===== src/rtl/ppm_multi_out_if.sv =====
// ppm_multi_out_if: CPU register bus between the bus controller and the PPM generator.
interface ppm_multi_out_if;
    logic        WE;
    logic [3:0]  ADDR;
    logic [31:0] WD;
    logic [31:0] RD;
    modport master (output WE, ADDR, WD, input RD);
    modport slave (input WE, ADDR, WD, output RD);
endinterface


===== src/rtl/ppm_multi_out.sv =====
// ppm_multi_out: multi-channel PPM/servo generator with double-buffered values and atomic commit.
// Optional failsafe watchdog enabled by defining PPM_FAILSAFE_EN.
module ppm_multi_out #(
    parameter int CHANNELS   = 4,
    parameter int VAL_W      = 10,
    parameter int CLK_DIV    = 50,
    parameter int FRAME_US   = 20000,
    parameter int MIN_US     = 1000,
    parameter int MAX_VAL    = 1000,
    parameter int WDT_FRAMES = 25
) (
    input  logic                CLK,
    input  logic                RESET,
    ppm_multi_out_if.slave      bus,
    output logic [CHANNELS-1:0] PPM,
    output logic                FRAME_START
);
    localparam int PSC_W = CLK_DIV > 1 ? $clog2(CLK_DIV) : 1;
    logic [PSC_W-1:0] psc;
    logic [15:0]      frame_cnt;
    logic [VAL_W-1:0] shadow [CHANNELS];
    logic [VAL_W-1:0] active [CHANNELS];
    logic [VAL_W-1:0] wval;
    logic             pending, enable, failsafe, trip, tick, ctrl_we;

    assign tick        = psc == PSC_W'(CLK_DIV - 1);
    assign FRAME_START = tick && frame_cnt == 16'(FRAME_US - 1);
    assign ctrl_we     = bus.WE && bus.ADDR == 4'(CHANNELS);
    assign wval        = bus.WD[VAL_W-1:0] > VAL_W'(MAX_VAL) ? VAL_W'(MAX_VAL) : bus.WD[VAL_W-1:0];

    always_ff @(posedge CLK or posedge RESET) begin
        if (RESET) begin
            psc       <= '0;
            frame_cnt <= '0;
        end else begin
            psc <= tick ? '0 : psc + 1'b1;
            if (tick) frame_cnt <= FRAME_START ? '0 : frame_cnt + 16'd1;
        end
    end

    // A commit write in the load cycle wins, so the load repeats next frame
    always_ff @(posedge CLK or posedge RESET) begin
        if (RESET) begin
            pending <= 1'b0;
            enable  <= 1'b0;
        end else begin
            if (ctrl_we) enable <= bus.WD[1];
            pending <= (ctrl_we && bus.WD[0]) || (pending && !FRAME_START);
        end
    end

    always_ff @(posedge CLK or posedge RESET) begin
        if (RESET) begin
            for (int i = 0; i < CHANNELS; i++) begin
                shadow[i] <= '0;
                active[i] <= '0;
            end
        end else begin
            for (int i = 0; i < CHANNELS; i++) begin
                if (bus.WE && bus.ADDR == 4'(i)) shadow[i] <= wval;
                if (FRAME_START && pending) active[i] <= shadow[i];
                else if (trip) active[i] <= '0;
            end
        end
    end

    always_ff @(posedge CLK or posedge RESET) begin
        if (RESET) PPM <= '0;
        else
            for (int i = 0; i < CHANNELS; i++)
                PPM[i] <= enable && 17'(frame_cnt) < 17'(MIN_US) + 17'(active[i]);
    end

`ifdef PPM_FAILSAFE_EN
    logic [15:0] wdt;
    assign trip = FRAME_START && !pending && 17'(wdt) + 17'd1 >= 17'(WDT_FRAMES);
    always_ff @(posedge CLK or posedge RESET) begin
        if (RESET) begin
            wdt      <= '0;
            failsafe <= 1'b0;
        end else if (FRAME_START) begin
            if (pending) begin
                wdt      <= '0;
                failsafe <= 1'b0;
            end else begin
                if (wdt != 16'hFFFF) wdt <= wdt + 16'd1;
                if (trip) failsafe <= 1'b1;
            end
        end
    end
`else
    // No watchdog: failsafe is a constant 0 that still ties off the timeout parameter
    assign trip     = 1'b0;
    assign failsafe = WDT_FRAMES < 0;
`endif

    always_comb begin
        bus.RD = '0;
        for (int i = 0; i < CHANNELS; i++)
            if (bus.ADDR == 4'(i)) bus.RD = 32'(shadow[i]);
        if (bus.ADDR == 4'(CHANNELS)) bus.RD = {frame_cnt, 13'b0, failsafe, enable, pending};
    end
endmodule

===== src/flat_wrapper.sv =====
// flat-port wrapper written by rule: the top's interface ports become plain ports
module ppm_multi_out_flat 
#(
    parameter int CHANNELS   = 4,
    parameter int VAL_W      = 10,
    parameter int CLK_DIV    = 50,
    parameter int FRAME_US   = 20000,
    parameter int MIN_US     = 1000,
    parameter int MAX_VAL    = 1000,
    parameter int WDT_FRAMES = 25
)
  (CLK, RESET, PPM, FRAME_START, bus_WE, bus_ADDR, bus_WD, bus_RD);
  ppm_multi_out_if bus_i ();
  input  logic CLK;
  input  logic RESET;
  output logic [CHANNELS-1:0] PPM;
  output logic FRAME_START;
  input wire logic [$bits(bus_i.WE)-1:0] bus_WE;
  input wire logic [$bits(bus_i.ADDR)-1:0] bus_ADDR;
  input wire logic [$bits(bus_i.WD)-1:0] bus_WD;
  output wire logic [$bits(bus_i.RD)-1:0] bus_RD;
  assign bus_i.WE = bus_WE;
  assign bus_i.ADDR = bus_ADDR;
  assign bus_i.WD = bus_WD;
  assign bus_RD = bus_i.RD;
  ppm_multi_out #(.CHANNELS(CHANNELS), .VAL_W(VAL_W), .CLK_DIV(CLK_DIV), .FRAME_US(FRAME_US), .MIN_US(MIN_US), .MAX_VAL(MAX_VAL), .WDT_FRAMES(WDT_FRAMES)) u_core (.CLK(CLK), .RESET(RESET), .bus(bus_i), .PPM(PPM), .FRAME_START(FRAME_START));
endmodule

===== config.mk =====
export PLATFORM = sky130hd
export DESIGN_NAME = ppm_multi_out_flat
export DESIGN_NICKNAME = d
export VERILOG_FILES = /design/src/rtl/ppm_multi_out_if.sv /design/src/rtl/ppm_multi_out.sv /design/src/flat_wrapper.sv
export SDC_FILE = /design/constraint.sdc
export NUM_CORES = 1
export LEC_CHECK = 0
export CORE_ASPECT_RATIO = 1.5
export CORE_MARGIN = 5
export CORE_UTILIZATION = 47
export DETAILED_ROUTE_END_ITERATION = 12
export GPL_TIMING_DRIVEN = 0
export HOLD_SLACK_MARGIN = 0.15
export PLACE_DENSITY = 0.69
export SETUP_SLACK_MARGIN = 0.5
export SYNTH_ARGS = -nofsm -noshare
export SYNTH_HDL_FRONTEND = slang
export SYNTH_SLANG_ARGS = --single-unit

===== constraint.sdc =====
create_clock -name CLK -period 10.4 [get_ports CLK]
set_clock_uncertainty 0.1 [all_clocks]
set_input_delay 2.08 -clock CLK [delete_from_list [all_inputs] [get_ports CLK]]
set_output_delay 2.08 -clock CLK [all_outputs]
set_load 0.005 [all_outputs]

==> flow_summary_export.csv, run 1 <==
group,metric,value,unit
floorplan,io_pins,76,
outcome,status,"completed",
cts,cts_buffer_depth,2,
routing,vias,4260,
global_route,grt_overflow,0,
logic_synthesis,synth_fa_ha_area_share,9.37,%
sta,tightest_slew,1030,ps
final_layout,diodes,0,
cts,root_buffer,"clkbuf_16",
logic_synthesis,syn_area,0.00628,mm^2
critical_path,crit_chain,"clkdlybuf4s50_1, nor4b_1, clkbuf_1, a22o_1, clkdlybuf4s50_1",
logic_synthesis,synth_ff_type,"dfrtp_1",
cts,cts.clk_slew.worst_paths,70,ps
routing,wl,14600,um
cts,cts_max_level,3,
cts,cts_tree,"done",
logic_synthesis,synth_enable_flop_cells,0,
logic_synthesis,synthCells,527,
job,drv_cap,0,
logic_synthesis,synth_compound_area_share,6.97,%
critical_path,path_class,"in -> out",
critical_path,cp_slowest_cell,"clkdlybuf4s50_1",
routing,initialDrtViolationCount,153,
global_route,track_usage,19.3,%
floorplan,core_area,0.0131,mm^2
critical_path,critPathArrivalTime,4430,ps
critical_path,cp-start-kind,"input port",
global_route,grt_max_degree,56,
cts,clk_latency,350,ps
sta,max_slew_margin,30.9,%
routing,post-route-drc-count,0,
final_layout,syn2layout_area_growth,16.1,%
power_and_ir_drop,p_total,0.000951,W
cts,numCtsBuffers,9,
floorplan,die_area,0.0158,mm^2
floorplan,rows,51,
logic_synthesis,yosysWarningCount,0,
global_route,first_global_vias,4656,
sta,rsz0062_at_grt,"false",
logic_synthesis,synth_area_leaders,"dfrtp_1 43%, mux2_4 9.6%, ha_1 9.4%",
logic_synthesis,ys_seq_area_share,43.0,%
routing,vias_per_cell,5.65,
critical_path,end_kind,"output port",
logic_synthesis,yosysUniqueCellTypes,46,
routing,dr.pass1.iters,4,
logic_synthesis,yosys.area_share.simple,13.3,%
place,place_congestion,0.862,
power_and_ir_drop,power.leakage,3.57,nW
power_and_ir_drop,irDropWorstVdd,0.0000980,V
sta,slew_violations,0,
global_route,antenna_found_initial,0,
logic_synthesis,syn_area_per_cell,11.9,um^2
cts,cts_resized,0,
critical_path,crit_path_frequent_cell,"clkdlybuf4s50_1",
logic_synthesis,synth_top_area_share,43.0,%
logic_synthesis,synth_top_family_by_area,"multiplexers",
routing,drt-wirelength-per-cell,19.4,um
critical_path,critical_path.max_stage_delay,550,ps
global_route,grt_pass1_wl,24100,um
hold_path,min_path_type,"reg -> reg",
logic_synthesis,yosys.area.top_type,"dfrtp_1",
sta,clock.fmax,0.151,GHz
final_layout,fin_cells,754,
cts,hold_buffers,0,
logic_synthesis,synthMuxAreaShare,18.4,%
floorplan,start_util,48.0,%
sta,setup_viol,0,
floorplan,die_w,104,um
cts,cts.sinks,108,
critical_path,cp.required,8220,ps
sta,setup_tns,0,ps
final_layout,drive_gt1_share,18.7,%
critical_path,worstPathMaxFanout,10,
final_layout,finalNetCount,676,
logic_synthesis,async_flop_share,100,%
cts,post_cts_buffers,0,
routing,final_antenna_net_count,0,
place,place_hpwl,11400,um
power_and_ir_drop,power_density,130,mW/mm^2
final_layout,mostFrequentLayoutCells,"108 x dfrtp_1, 47 x ha_1, 46 x clkdlybuf4s50_1, 40 x mux2_4",
sta,period_share,63.5,%
sta,fin_crit,6610,ps
sta,finalHoldViolations,0,
logic_synthesis,ys_ff_latch,108,
floorplan,die_h,152,um
logic_synthesis,synth-xor-area-share,4.74,%
place,io_buffers,46,
place,dpl.cell_count,738,
final_layout,final_common_cell,"dfrtp_1",
layout make-up:
type | count | area (um^2)
Fill cell | 1095 | 5790
Multi-Input combinational cell | 382 | 3330
Sequential cell | 108 | 2700
Timing Repair Buffer | 47 | 488
Clock buffer | 10 | 239
Tap cell | 159 | 199
Buffer | 25 | 196
Inverter | 17 | 66.3
Clock inverter | 6 | 65.1
cell usage after synthesis, types with 2 or more instances:
cell	count
a211oi_1	5
a21o_1	8
a21oi_1	15
a221o_1	4
a22o_1	3
a41oi_1	4
and2_1	29
and3_1	3
and4_1	4
and4b_1	4
buf_12	4
buf_4	6
buf_6	2
clkbuf_1	12
dfrtp_1	108
ha_1	47
inv_1	17
mux2_2	29
mux2_4	40
mux4_2	10
nand2_1	23
nand2b_1	2
nand3_1	13
nand4_1	10
nand4b_1	3
nor2_1	28
nor2b_1	2
nor3_1	8
nor3b_1	6
nor4_1	3
nor4b_1	2
o211ai_1	5
o21ai_0	19
or3_1	5
xnor2_1	21
xor2_1	13
metrics by stage:
| stage | setup WS, ps | util, % | area, um^2 | hold slack [ps] |
|---|---|---|---|---|
| global placement | 3800 | 53.2 | 6960 | 379 |
| detailed placement | 3810 | 53.4 | 6990 | 379 |
| CTS | 3800 | 55.7 | 7290 | 391 |
| global route | 3670 | 55.7 | 7290 | 417 |
| floorplan | 4750 | - | 6300 | 356 |
| finish | 3790 | 55.7 | 7290 | 390 |
registers in the layout, summed over array words and instances, names as in the netlist:
register / cells
u_core.enable: 1
u_core.psc: 6
u_core.active: 40
u_core.PPM: 4
u_core.shadow: 40
u_core.pending: 1
u_core.frame_cnt: 16
path summary, 6_finish.rpt:
kind / from / to / slack (ps) / cells past startpoint
worst max-delay path: bus_ADDR[1] / bus_RD[1] / 3790 / 5
worst min-delay path: u_core.frame_cnt[15] / u_core.frame_cnt[15] / 390 / 1
worst max register to register: u_core.frame_cnt[1] / u_core.pending / 7630 / 6
worst min register to register: u_core.frame_cnt[15] / u_core.frame_cnt[15] / 390 / 1
max in group asynchronous: RESET / u_core.active[7] / 7390 / 3
min in group asynchronous: RESET / u_core.active[10] / 2100 / 2
routing by layer:
metal,global-route usage [%],wire [um]
met4,11.1,769
met5,0,0
met3,3.82,510
met2,34.4,7640
met1,21.3,5680
cell families (layout without fill, tap and decap cells):
family	count (synthesis)	in the layout
compound gates	67	67
xor+xnor	34	34
fa+ha+maj	47	47
buf+inv	42	105
flops	108	108
mux	79	79
other cells	1	6
simple gates	149	149
where the power goes:
| group | internal (W) | leakage [nW] | switching, W | total, W |
|---|---|---|---|---|
| clock | 0.000177 | 0.150 | 0.000169 | 0.000346 |
| combinational | 0.0000654 | 2.01 | 0.0000414 | 0.000107 |
| sequential | 0.000459 | 1.42 | 0.0000391 | 0.000499 |
critical path, delay by kind of cell:
family / cells / cell delay, ps
simple gates: 1 / 530
buf+inv: 3 / 1560
compound gates: 1 / 250
Note: power is estimated with default switching activity, not from simulation.
==> run 2, diff against run 1 <==
==> constraint.sdc (replaced) <==
create_clock -name CLK -period 6.3 [get_ports CLK]
set_clock_uncertainty 0.1 [all_clocks]
set_input_delay 1.26 -clock CLK [delete_from_list [all_inputs] [get_ports CLK]]
set_output_delay 1.26 -clock CLK [all_outputs]
set_load 0.005 [all_outputs]
==> results of run 2 <==
The final DEF is identical to that of run 1. Status: completed.
Among the figures that moved: setup slack after placement 3810 ps -> 1350 ps; setup slack after layout 3790 ps -> 1330 ps; register-to-register setup slack 7630 ps -> 3530 ps; total power 0.000951 W -> 0.00157 W; worst IR drop on VDD 0.0000980 V -> 0.000162 V
